File: src/rtl/video_timing_gen.sv
// Raster timing generator: pixel position, h/v sync, active-draw, new-frame strobe, frame count.
// Latency: the N-th rising edge after reset release presents raster position N-1; all outputs are registered.
// Backpressure: none; free-running at one pixel per clock, and downstream must keep up.
//
// Ports:
//   pixel_clk_in  pixel clock
//   rst_n_in      asynchronous active-low reset; clears every output immediately
//   hcount_out    horizontal position 0..TOTAL_H-1
//   vcount_out    vertical position 0..TOTAL_V-1
//   hs_out        horizontal sync, active high
//   vs_out        vertical sync, active high, held for whole lines
//   ad_out        high inside the visible area
//   nf_out        one-cycle strobe at (ACTIVE_H, ACTIVE_V), the start of vertical blanking
//   fc_out        frame count modulo 2^FC_WIDTH, steps together with nf_out
module video_timing_gen #(
    parameter int ACTIVE_H = 1280,
    parameter int FP_H     = 110,
    parameter int SYNC_H   = 40,
    parameter int BP_H     = 220,
    parameter int ACTIVE_V = 720,
    parameter int FP_V     = 5,
    parameter int SYNC_V   = 5,
    parameter int BP_V     = 20,
    parameter int FC_WIDTH = 6
) (
    input  logic                pixel_clk_in,
    input  logic                rst_n_in,
    output logic [10:0]         hcount_out,
    output logic [9:0]          vcount_out,
    output logic                hs_out,
    output logic                vs_out,
    output logic                ad_out,
    output logic                nf_out,
    output logic [FC_WIDTH-1:0] fc_out
);

    localparam int TOTAL_H  = ACTIVE_H + FP_H + SYNC_H + BP_H;
    localparam int TOTAL_V  = ACTIVE_V + FP_V + SYNC_V + BP_V;
    localparam int HS_START = ACTIVE_H + FP_H;
    localparam int HS_END   = ACTIVE_H + FP_H + SYNC_H;
    localparam int VS_START = ACTIVE_V + FP_V;
    localparam int VS_END   = ACTIVE_V + FP_V + SYNC_V;

    localparam logic [10:0] H_LAST = 11'(TOTAL_H - 1);
    localparam logic [9:0]  V_LAST = 10'(TOTAL_V - 1);

    generate
        if (TOTAL_H > 2048 || TOTAL_V > 1024) begin : g_bad_totals
            $error("video_timing_gen: TOTAL_H must be <= 2048 and TOTAL_V <= 1024");
        end
    endgenerate

    // Reset parks the outputs at (0,0) with ad low. The first edge after
    // release must present (0,0) again, this time with its real flags, so
    // position only starts advancing once this flag is set.
    logic        started;
    logic [10:0] next_h;
    logic [9:0]  next_v;
    logic        next_hs;
    logic        next_vs;
    logic        next_ad;
    logic        next_nf;

    always_comb begin
        next_h = '0;
        next_v = '0;
        if (started) begin
            if (hcount_out == H_LAST) begin
                next_h = '0;
                next_v = (vcount_out == V_LAST) ? 10'd0 : vcount_out + 10'd1;
            end else begin
                next_h = hcount_out + 11'd1;
                next_v = vcount_out;
            end
        end
    end

    // Flags are derived from the position about to be registered, so they
    // land in the same cycle as that position with no skew.
    always_comb begin
        next_hs = (int'(next_h) >= HS_START) && (int'(next_h) < HS_END);
        next_vs = (int'(next_v) >= VS_START) && (int'(next_v) < VS_END);
        next_ad = (int'(next_h) < ACTIVE_H) && (int'(next_v) < ACTIVE_V);
        next_nf = (int'(next_h) == ACTIVE_H) && (int'(next_v) == ACTIVE_V);
    end

    always_ff @(posedge pixel_clk_in or negedge rst_n_in) begin
        if (!rst_n_in) begin
            started    <= 1'b0;
            hcount_out <= '0;
            vcount_out <= '0;
            hs_out     <= 1'b0;
            vs_out     <= 1'b0;
            ad_out     <= 1'b0;
            nf_out     <= 1'b0;
            fc_out     <= '0;
        end else begin
            started    <= 1'b1;
            hcount_out <= next_h;
            vcount_out <= next_v;
            hs_out     <= next_hs;
            vs_out     <= next_vs;
            ad_out     <= next_ad;
            nf_out     <= next_nf;
            // Frame count moves with the nf strobe only, never with the (0,0) wrap.
            if (next_nf) begin
                fc_out <= fc_out + 1'b1;
            end
        end
    end

endmodule

File: config.mk
export PLATFORM = sky130hd
export DESIGN_NAME = video_timing_gen
export DESIGN_NICKNAME = d
export VERILOG_FILES = /design/src/rtl/video_timing_gen.sv
export SDC_FILE = /design/constraint.sdc
export NUM_CORES = 1
export LEC_CHECK = 0
export BUFFER_PORTS_ARGS = -buffer_cell sky130_fd_sc_hd__buf_2
export CORE_MARGIN = 1.5
export CORE_UTILIZATION = 40
export CTS_BUF_LIST = sky130_fd_sc_hd__clkbuf_8
export DETAILED_ROUTE_END_ITERATION = 10
export SLEW_MARGIN = 0
export SYNTH_ARGS = -nofsm -noshare
export SYNTH_HDL_FRONTEND = slang
export SYNTH_SLANG_ARGS = --single-unit
File: constraint.sdc
create_clock -name pixel_clk_in -period 8.55 [get_ports pixel_clk_in]
set_clock_uncertainty 0.15 [all_clocks]
set_input_delay 0.4275 -clock pixel_clk_in [delete_from_list [all_inputs] [get_ports pixel_clk_in]]
set_output_delay 0.4275 -clock pixel_clk_in [all_outputs]
set_load 0.02 [all_outputs]
==> results of run 1 <==
## flip-flops by register name, summed over array words and instances, names as in the netlist
register / cells
started: 1
nf_out: 1
ad_out: 1
hs_out: 1
vs_out: 1
vcount_out: 10
fc_out: 6
hcount_out: 11
## cell type report
cell class | count | area (sq um) | share of cell area [%]
multi-input cells | 171 | 1130 | 48.5
flip-flops and latches | 32 | 801 | 34.3
repair buffers | 33 | 168 | 7.18
well taps | 67 | 83.8 | 3.59
clock buffers | 5 | 68.8 | 2.95
clock inverters | 3 | 42.5 | 1.82
inverters | 10 | 37.5 | 1.61
## layout by cell type (no fill, tap or decap), types with 2 or more instances in the layout
cell type  netlist  layout
dfrtp_1         32      32
buf_2            6      32
nor2_1          28      28
nand3_1         16      16
xnor2_1         13      13
nand2_1         10      10
inv_1           10      10
o21ai_0          9       9
a21oi_1          9       9
xor2_1           8       8
nor3_1           8       8
nand4_1          8       8
o31ai_1          7       7
or3_1            5       5
ha_1             5       5
clkbuf_8         0       5
and3_1           4       4
a211oi_1         4       4
or4_1            3       3
nand3b_1         2       2
and4_1           2       2
nor3b_1          2       2
nor2b_1          2       2
nor4_4           2       2
o22ai_1          2       2
o211ai_1         2       2
o2111ai_1        2       2
## kinds of logic after synthesis
| group | count (synthesis) |
|---|---|
| other cells | 1 |
| buf+inv | 22 |
| mux | 1 |
| fa+ha+maj | 5 |
| flops | 32 |
| simple gates | 101 |
| xor+xnor | 21 |
| compound gates | 42 |
## worst reg2reg max path, delay by kind of cell, from the launching register on
family | cells | cell delay, ns
flip-flops | 1 | 0.48
AND/OR/NAND/NOR | 3 | 1.33
adder cells (fa/ha/maj) | 1 | 0.28
multiplexers | 1 | 0.36
AO/OA/AOI/OAI | 2 | 0.56
## worst paths after layout
path | startpoint | to | slack (ns)
max | hcount_out[0]$_DFF_PN0_ | fc_out[1]$_DFFE_PN0P_ | 5.27
min | rst_n_in | vs_out$_DFF_PN0_ | 0.03
max reg2reg | hcount_out[0]$_DFF_PN0_ | fc_out[1]$_DFFE_PN0P_ | 5.27
min in group pixel_clk_in | fc_out[5]$_DFFE_PN0P_ | fc_out[5]$_DFFE_PN0P_ | 0.32
min reg2reg | fc_out[5]$_DFFE_PN0P_ | fc_out[5]$_DFFE_PN0P_ | 0.32
max in group asynchronous | rst_n_in | hcount_out[3]$_DFF_PN0_ | 7.77
## metal layers
metal  wire length, um  global-route usage (%)
met1              2280                    26.7
met2              2000                    28.3
met3               196                    3.66
met4                97                    8.08
met5                 0                       0
## report_power, final
| group | internal, mW | switching [mW] | total, mW |
|---|---|---|---|
| Clock | 0.0862 | 0.0606 | 0.147 |
| Combinational | 0.00448 | 0.0113 | 0.0158 |
| Sequential | 0.153 | 0.00333 | 0.156 |
==> run_results.csv, run 1 <==
group,metric,value,unit
critical_path,crit_chain,"ha_1, nand3_1, or4_1, a21oi_1, o21ai_0, nor4_4, mux2_1",
drt,vias,1779,
logic_synthesis,synthMuxAreaShare,0.555,%
critical_path,cp_top_family,"simple AND/OR/NAND/NOR gates",
sta,rsz0062_at_grt,"false",
placement,gp_congestion,0.912,
critical_path,cpPeakStageDelay,0.59,ns
logic_synthesis,synth_area,0.00203,sq mm
clock_network,htreeDepth,2,
logic_synthesis,ys_types,46,
placement,post-place-ws,5.30,ns
drt,drt_iter0_markers,116,
power_and_ir_drop,power_density,136,mW/mm^2
grt,grt_max_degree,33,
logic_synthesis,synth-adder-area-share,3.08,%
grt,grt_pass1_wl,8000,um
grt,antenna_found_initial,0,
logic_synthesis,synth-simple-area-share,28.9,%
clock_network,cts_buffers,5,
sta,finalSetupViolCount,0,
logic_synthesis,yosysSeqAreaShare,39.4,%
clock_network,cts_resized,0,
clock_network,hold_buffers,0,
status,status,"finished clean",
die,io_pins,33,
critical_path,cp_max_fo,8,
critical_path,worstSetupEndpointType,"register",
grt,grt-ovfl-total,0,
logic_synthesis,synth.net_count,232,
logic_synthesis,yosys_warnings,0,
sta,hold_slack,0.0322,ns
cells_and_area,insertedDiodeCount,0,
critical_path,cp.depth,7,
clock_network,clockRootBuffer,"clkbuf_8",
die,rows,25,
sta,drv_slew,0,
sta,final.setup.worst_slack,5.27,ns
placement,post_dp_cell_area,0.00222,sq mm
cells_and_area,fin_cells,321,
logic_synthesis,synth-xor-area-share,9.06,%
power_and_ir_drop,p_leak,1.00,nW
sta,fin_crit,3.28,ns
die,die_w,74.3,um
die,die_area,0.00551,sq mm
logic_synthesis,synth.most_common_cell,"dfrtp_1",
drt,wire_per_inst,14.2,um
hold_path,hp-class,"input port to async pin",
logic_synthesis,synth_cells,225,
cells_and_area,stdcell_area,0.00233,sq mm
critical_path,cpMaxStageDelayCell,"or4_1",
flow_run,drv_cap,0,
placement,io_buffers,32,
drt,wl,4570,um
sta,tightest_slew,0.753,ns
critical_path,cp.arrival,3.30,ns
logic_synthesis,ys_ff_latch,32,
cells_and_area,layout-drive-gt1-share,19.3,%
critical_path,crit_buf_inv,0,
logic_synthesis,syn_avg_cell_area,9.03,sq um
logic_synthesis,ys_top_cells_by_count,"32 x dfrtp_1, 28 x nor2_1, 16 x nand3_1",
cells_and_area,fin_util,48.4,%
clock_network,clock_sinks,32,
logic_synthesis,synth_area_leaders,"dfrtp_1 39%, xnor2_1 5.6%, nor2_1 5.2%, nand3_1 3.9%, xor2_1 3.5%",
sta,hold_viol,0,
placement,dp_hpwl,3360,um
critical_path,cp.required,8.57,ns
cells_and_area,area_growth,14.9,%
sta,setup_tns,0,ns
drt,viasPerCell,5.54,
critical_path,reg2reg_depth,7,
die,die_y,74.3,um
die,start_util,42.2,%
cells_and_area,fin_nets,260,
grt,grt_pass1_vias,1667,
clock_network,clkLatencyLatePin,0.29,ns
critical_path,crit_path_start_kind,"register",
sta,slew_headroom,49.4,%
sta,fin_crit_sh,38.4,%
clock_network,cts_setup_buffers,0,
logic_synthesis,synth_area_leader_cell,"dfrtp_1",
logic_synthesis,synth_top_flop_cell,"dfrtp_1",
placement,place_inst,313,
sta,fmax,0.305,GHz
clock_network,cts_tree,"yes",
power_and_ir_drop,ir_drop,0.115,mV
clock_network,cts_buffer_depth,2,
logic_synthesis,synth_top_family_by_area,"simple AND/OR/NAND/NOR gates",
logic_synthesis,synth_top_cell_area_share,39.4,%
clock_network,cts.clk_slew.worst_paths,0.08,ns
die,core-area,0.00482,sq mm
logic_synthesis,synth-async-reset-ratio,100,%
drt,drc,0,
logic_synthesis,synth_compound_area_share,14.0,%
power_and_ir_drop,power,319,uW
grt,grt_usage,18.9,%
drt,ant_nets,0,
cells_and_area,fillers,502,
critical_path,path_class,"register to register",
drt,firstDrtPassIters,4,
logic_synthesis,synth_edf_count,0,
(Power assumes the default switching activity.)
==> run 2, diff against run 1 <==
==> constraint.sdc (replaced) <==
create_clock -name pixel_clk_in -period 2.9 [get_ports pixel_clk_in]
set_clock_uncertainty 0.15 [all_clocks]
set_input_delay 0.145 -clock pixel_clk_in [delete_from_list [all_inputs] [get_ports pixel_clk_in]]
set_output_delay 0.145 -clock pixel_clk_in [all_outputs]
set_load 0.02 [all_outputs]
==> run_results.csv, run 2 (synthesis gave the netlist of run 1 again) <==
group,metric,value,unit
clock_network,clockRootBuffer,"clkbuf_8",
critical_path,cpMaxStageDelayCell,"o31ai_1",
drt,drt_iter0_markers,119,
critical_path,path_class,"register to register",
critical_path,cp.arrival,2.88,ns
cells_and_area,layout-drive-gt1-share,30.2,%
critical_path,crit_path_start_kind,"register",
cells_and_area,largest_reg_flops,11,
power_and_ir_drop,p_switching,210,uW
sta,tightest_slew,0.715,ns
power_and_ir_drop,p_seq_share,52.1,%
critical_path,worstSetupEndpointType,"register",
power_and_ir_drop,swShare,24.0,%
grt,met2_usage,30.8,%
drt,firstDrtPassIters,4,
status,status,"finished clean",
critical_path,worst_r2r_startpoint,"hcount_out[3]$_DFF_PN0_",
grt,grt-ovfl-total,0,
power_and_ir_drop,p_comb_share,7.4,%
cells_and_area,area_growth,28.6,%
cells_and_area,insertedDiodeCount,0,
power_and_ir_drop,clkPwrFrac,40.4,%
cells_and_area,fin_cells,355,
sta,drv_slew,0,
grt,use_met3,3.93,%
hold_path,hp-class,"input port to async pin",
drt,vias,1956,
cells_and_area,largestRegisters,"hcount_out x11, vcount_out x10, fc_out x6",
die,start_util,42.2,%
placement,io_buffers,32,
grt,grt_pass1_vias,1783,
clock_network,clkLatencyLatePin,0.28,ns
critical_path,r2r_slack,0.04,ns
die,rows,25,
die,core-area,0.00482,sq mm
grt,grt_usage,20.1,%
grt,grt_pass1_wl,8420,um
grt,grt_max_degree,33,
clock_network,cts_buffers,5,
sta,slew_headroom,52.3,%
cells_and_area,fin_nets,294,
grt,met1_usage,27.9,%
placement,gp_congestion,0.915,
clock_network,cts_tree,"yes",
cells_and_area,final_cell_mix,"34 x buf_4, 32 x buf_2, 29 x dfrtp_1, 28 x nor2_1, 16 x nand3_1",
critical_path,cp_max_fo,7,
sta,fin_crit,2.86,ns
placement,post_dp_cell_area,0.00247,sq mm
critical_path,crit_chain,"or4b_4, o31ai_1, buf_4, a21oi_1, o21ai_0, nor4_4, mux2_4",
drt,ant_nets,0,
grt,antenna_found_initial,0,
die,die_area,0.00551,sq mm
sta,fin_crit_sh,98.6,%
power_and_ir_drop,power,872,uW
cells_and_area,top_register,"hcount_out",
critical_path,r2r-end,"fc_out[1]$_DFFE_PN0P_",
power_and_ir_drop,power_density,334,mW/mm^2
drt,drc,0,
sta,setup_tns,0,ns
clock_network,clock_sinks,32,
placement,place_inst,346,
critical_path,reg2reg_depth,7,
sta,hold_viol,0,
power_and_ir_drop,p_leak,1.19,nW
die,die_w,74.3,um
clock_network,cts_buffer_depth,2,
sta,finalSetupViolCount,0,
critical_path,cpPeakStageDelay,0.59,ns
die,die_y,74.3,um
power_and_ir_drop,ir_drop,0.214,mV
clock_network,cts.clk_slew.worst_paths,0.07,ns
clock_network,htreeDepth,2,
drt,viasPerCell,5.51,
flow_run,drv_cap,0,
placement,dp_hpwl,3960,um
cells_and_area,layout_commonest_cell,"buf_4",
critical_path,cp.required,2.92,ns
cells_and_area,fillers,472,
power_and_ir_drop,internal_power,662,uW
cells_and_area,stdcell_area,0.00261,sq mm
die,io_pins,33,
sta,rsz0062_at_grt,"false",
grt,top_usage_layer,"met2",
drt,wl,5260,um
sta,fmax,0.350,GHz
drt,wire_per_inst,14.8,um
==> run 2: through the flow <==
| stage | setup slack (ns) | util, % | hold WS, ns |
|---|---|---|---|
| 6_report | 0.0419 | 54.2 | 0.299 |
| 5_1_grt | 0.00178 | 54.2 | 0.355 |
| 4_1_cts | 0.0650 | 53.5 | 0.330 |
| 3_5_place_dp | 0.0806 | 51.4 | 0.100 |
| 3_3_place_gp | 0.110 | 51.4 | 0.0876 |
| 2_1_floorplan | -0.0442 | - | -0.301 |
==> run 2: layer usage <==
metal / part of all wire (%) / wire (um)
met1: 48 / 2540
met2: 45 / 2340
met3: 4.6 / 240
met4: 2.7 / 143
met5: 0 / 0
==> run 2: power by group through the flow <==
| stage | sequential, mW | clock (mW) | combinational (mW) |
|---|---|---|---|
| 5_1_grt | 0.455 | 0.380 | 0.0718 |
| 6_report | 0.455 | 0.352 | 0.0647 |
| 4_1_cts | 0.454 | 0.365 | 0.0650 |
| 3_5_place_dp | 0.463 | 0 | 0.0639 |
| 3_3_place_gp | 0.463 | 0 | 0.0637 |
| 2_1_floorplan | 0.468 | 0 | 0.0283 |
==> run 2: cell type report <==
type	instances	area, sq um	area share (%)
clock buffers	6	82.6	3.16
clock inverters	2	10.0	0.383
inverters	10	37.5	1.44
multi-input cells	171	1170	44.7
flip-flops and latches	32	805	30.8
well taps	67	83.8	3.21
repair buffers	67	425	16.3
==> run 2: what timing repair did <==
action                                  in CTS  in global routing
setup buffers                                0                  1
endpoints found under the setup margin       0                  4
endpoints found under the hold margin       32                  0
gates resized for setup                      0                  5
hold buffers                                 1                  0
==> run 2: worst max-delay path by stage <==
stage                     slack [ns]  cells past startpoint               startpoint               endpoint
after floorplan                -0.04                      8  hcount_out[3]$_DFF_PN0_  fc_out[1]$_DFFE_PN0P_
final                           0.04                      7  hcount_out[3]$_DFF_PN0_  fc_out[1]$_DFFE_PN0P_
after detailed placement        0.08                      7  hcount_out[3]$_DFF_PN0_  fc_out[1]$_DFFE_PN0P_
after CTS                       0.07                      7  hcount_out[3]$_DFF_PN0_  fc_out[1]$_DFFE_PN0P_
after global placement          0.11                      6  hcount_out[3]$_DFF_PN0_  fc_out[1]$_DFFE_PN0P_
after global routing           0.002                      8  vcount_out[1]$_DFF_PN0_  fc_out[3]$_DFFE_PN0P_
==> run 2: worst max-delay path: cells and delay by family, from the launching register on <==
| family | cells | cell delay [ns] |
|---|---|---|
| AOI/OAI and AO/OA | 3 | 0.87 |
| buffers and inverters | 1 | 0.27 |
| DFF | 1 | 0.41 |
| muxes | 1 | 0.32 |
| and+or+nand+nor | 2 | 0.72 |
==> run 3, diff against run 2 <==
--- a/config.mk
+++ b/config.mk
@@ -6,6 +6,7 @@
 export NUM_CORES = 1
 export LEC_CHECK = 0
 export BUFFER_PORTS_ARGS = -buffer_cell sky130_fd_sc_hd__buf_2
+export CAP_MARGIN = 10
 export CORE_MARGIN = 1.5
 export CORE_UTILIZATION = 40
 export CTS_BUF_LIST = sky130_fd_sc_hd__clkbuf_8
==> constraint.sdc (replaced) <==
create_clock -name pixel_clk_in -period 2.9 [get_ports pixel_clk_in]
set_clock_uncertainty 0.15 [all_clocks]
set_input_delay 0.145 -clock pixel_clk_in [delete_from_list [all_inputs] [get_ports pixel_clk_in]]
set_output_delay 0.145 -clock pixel_clk_in [all_outputs]
set_load 0.1 [all_outputs]
==> run_results.csv, run 3 (synthesis gave the netlist of run 1 again) <==
group,metric,value,unit
status,status,"finished clean",
die,die_w,74.3,um
drt,drt_iter0_markers,96,
clock_network,cts_tree,"yes",
grt,grt_pass1_wl,8530,um
die,rows,25,
cells_and_area,layout_commonest_cell,"buf_2",
die,io_pins,33,
grt,antenna_found_initial,0,
sta,finalSetupViolCount,0,
grt,grt-ovfl-total,0,
critical_path,path_class,"register to register",
sta,tightest_slew,0.709,ns
drt,vias,1946,
cells_and_area,final_cell_mix,"32 x buf_2, 31 x buf_4, 28 x nor2_1, 16 x nand3_1",
cells_and_area,largest_reg_flops,11,
flow_run,drv_cap,0,
power_and_ir_drop,ir_drop,0.154,mV
grt,grt_max_degree,33,
cells_and_area,stdcell_area,0.00268,sq mm
critical_path,cp.required,2.92,ns
placement,gp_congestion,0.861,
clock_network,clkLatencyLatePin,0.29,ns
cells_and_area,layout-drive-gt1-share,36.5,%
placement,place_inst,341,
placement,post_dp_cell_area,0.00248,sq mm
drt,viasPerCell,5.53,
critical_path,cp_max_fo,7,
drt,wl,5290,um
critical_path,worstSetupEndpointType,"register",
clock_network,clockRootBuffer,"clkbuf_8",
sta,final.setup.worst_slack,0.0734,ns
sta,fin_crit,2.83,ns
sta,setup_tns,0,ns
cells_and_area,fillers,453,
cells_and_area,area_growth,32.0,%
cells_and_area,top_register,"hcount_out",
sta,drv_slew,0,
power_and_ir_drop,p_leak,1.16,nW
critical_path,crit_path_start,"hcount_out[3]$_DFF_PN0_",
die,die_y,74.3,um
power_and_ir_drop,power_density,381,mW/mm^2
die,start_util,42.2,%
drt,firstDrtPassIters,4,
cells_and_area,insertedDiodeCount,0,
sta,rsz0062_at_grt,"true",
drt,drc,0,
critical_path,cp.arrival,2.84,ns
grt,grt_pass1_vias,1758,
placement,io_buffers,32,
cells_and_area,largestRegisters,"hcount_out x11, vcount_out x10, fc_out x6",
cells_and_area,seq_area,840,sq um
critical_path,worst_r2r_startpoint,"hcount_out[3]$_DFF_PN0_",
cells_and_area,fin_cells,352,
sta,hold_viol,0,
sta,slew_headroom,52.8,%
clock_network,clock_sinks,32,
cells_and_area,multi_input_area,0.00119,sq mm
sta,fmax,0.354,GHz
sta,hold_slack,0.287,ns
grt,grt_usage,20.1,%
die,die_area,0.00551,sq mm
clock_network,cts.clk_slew.worst_paths,0.08,ns
clock_network,htreeDepth,2,
clock_network,cts_buffers,5,
drt,wire_per_inst,15.0,um
cells_and_area,fin_nets,291,
clock_network,cts_buffer_depth,2,
drt,ant_nets,0,
hold_path,hp-class,"input port to async pin",
placement,post-place-ws,-0.0313,ns
placement,dp_hpwl,3880,um
critical_path,crit_path_start_kind,"register",
die,core-area,0.00482,sq mm
sta,fin_crit_sh,97.5,%
[run 3: cell types whose count changed in the layout (fill, tap and decap cells not counted), moves of 2 or more]
cell and change:
clkinv_2 -2, dfrtp_2 +10, dfrtp_4 +6, buf_4 -3, dfrtp_1 -16
[run 3: path summary, 6_finish.rpt]
path	slack, ns	cells past startpoint	end
min in group pixel_clk_in	0.32	1	fc_out[5]$_DFFE_PN0P_
worst min-delay path	0.29	2	ad_out$_DFF_PN0_
worst max-delay path	0.07	8	fc_out[1]$_DFFE_PN0P_
max in group asynchronous	1.78	2	hcount_out[8]$_DFF_PN0_
worst max register to register	0.07	8	fc_out[1]$_DFFE_PN0P_
worst min register to register	0.32	1	fc_out[5]$_DFFE_PN0P_
[run 3: stage by stage]
stage          power [mW]  utilization [%]
2_1_floorplan       0.519                -
3_3_place_gp        0.546             51.5
3_5_place_dp        0.547             51.5
4_1_cts              1.03             54.7
5_1_grt              1.06             55.7
6_report             1.02             55.7
[run 3: final cells by class]
type                       count  area share, %
clock buffer                   7           3.59
clock inverter                 1           1.12
inverter                      10           1.40
multi-input combinational    171           44.4
sequential                    32           31.3
tap                           67           3.13
timing repair buffer          64           15.0
[run 3: repair_timing]
| action | 4_1_cts | 5_1_grt |
|---|---|---|
| gates resized for setup | 2 | 8 |
| hold buffers | 1 | 0 |
| endpoints found under the setup margin | 1 | 6 |
| buffers inserted | 1 | 1 |
| endpoints found under the hold margin | 32 | 0 |
| pin swaps | 1 | 4 |
[run 3: metal layers]
layer / GRT usage, % / share of wire, %
met1: 28.8 / 49
met2: 31.3 / 45
met3: 3.79 / 5.0
met4: 5.66 / 1.4
met5: 0 / 0
[run 3: worst max-delay path, cell delays in order, from the launching register on]
cell and delay (ns):
dfrtp_4 0.48, or4b_4 0.59, o31ai_2 0.41, buf_4 0.23, a21oi_1 0.07, o21ai_1 0.23, nor4_4 0.09, buf_4 0.17
mux2_4 0.29
[run 3: report_power, final]
group | internal [mW] | total, mW | switching (mW) | leakage (nW)
logic | 0.0203 | 0.0819 | 0.0616 | 0.689
clock network | 0.303 | 0.482 | 0.179 | 0.0645
registers | 0.452 | 0.459 | 0.00640 | 0.405
total | 0.776 | 1.02 | 0.247 | 1.16
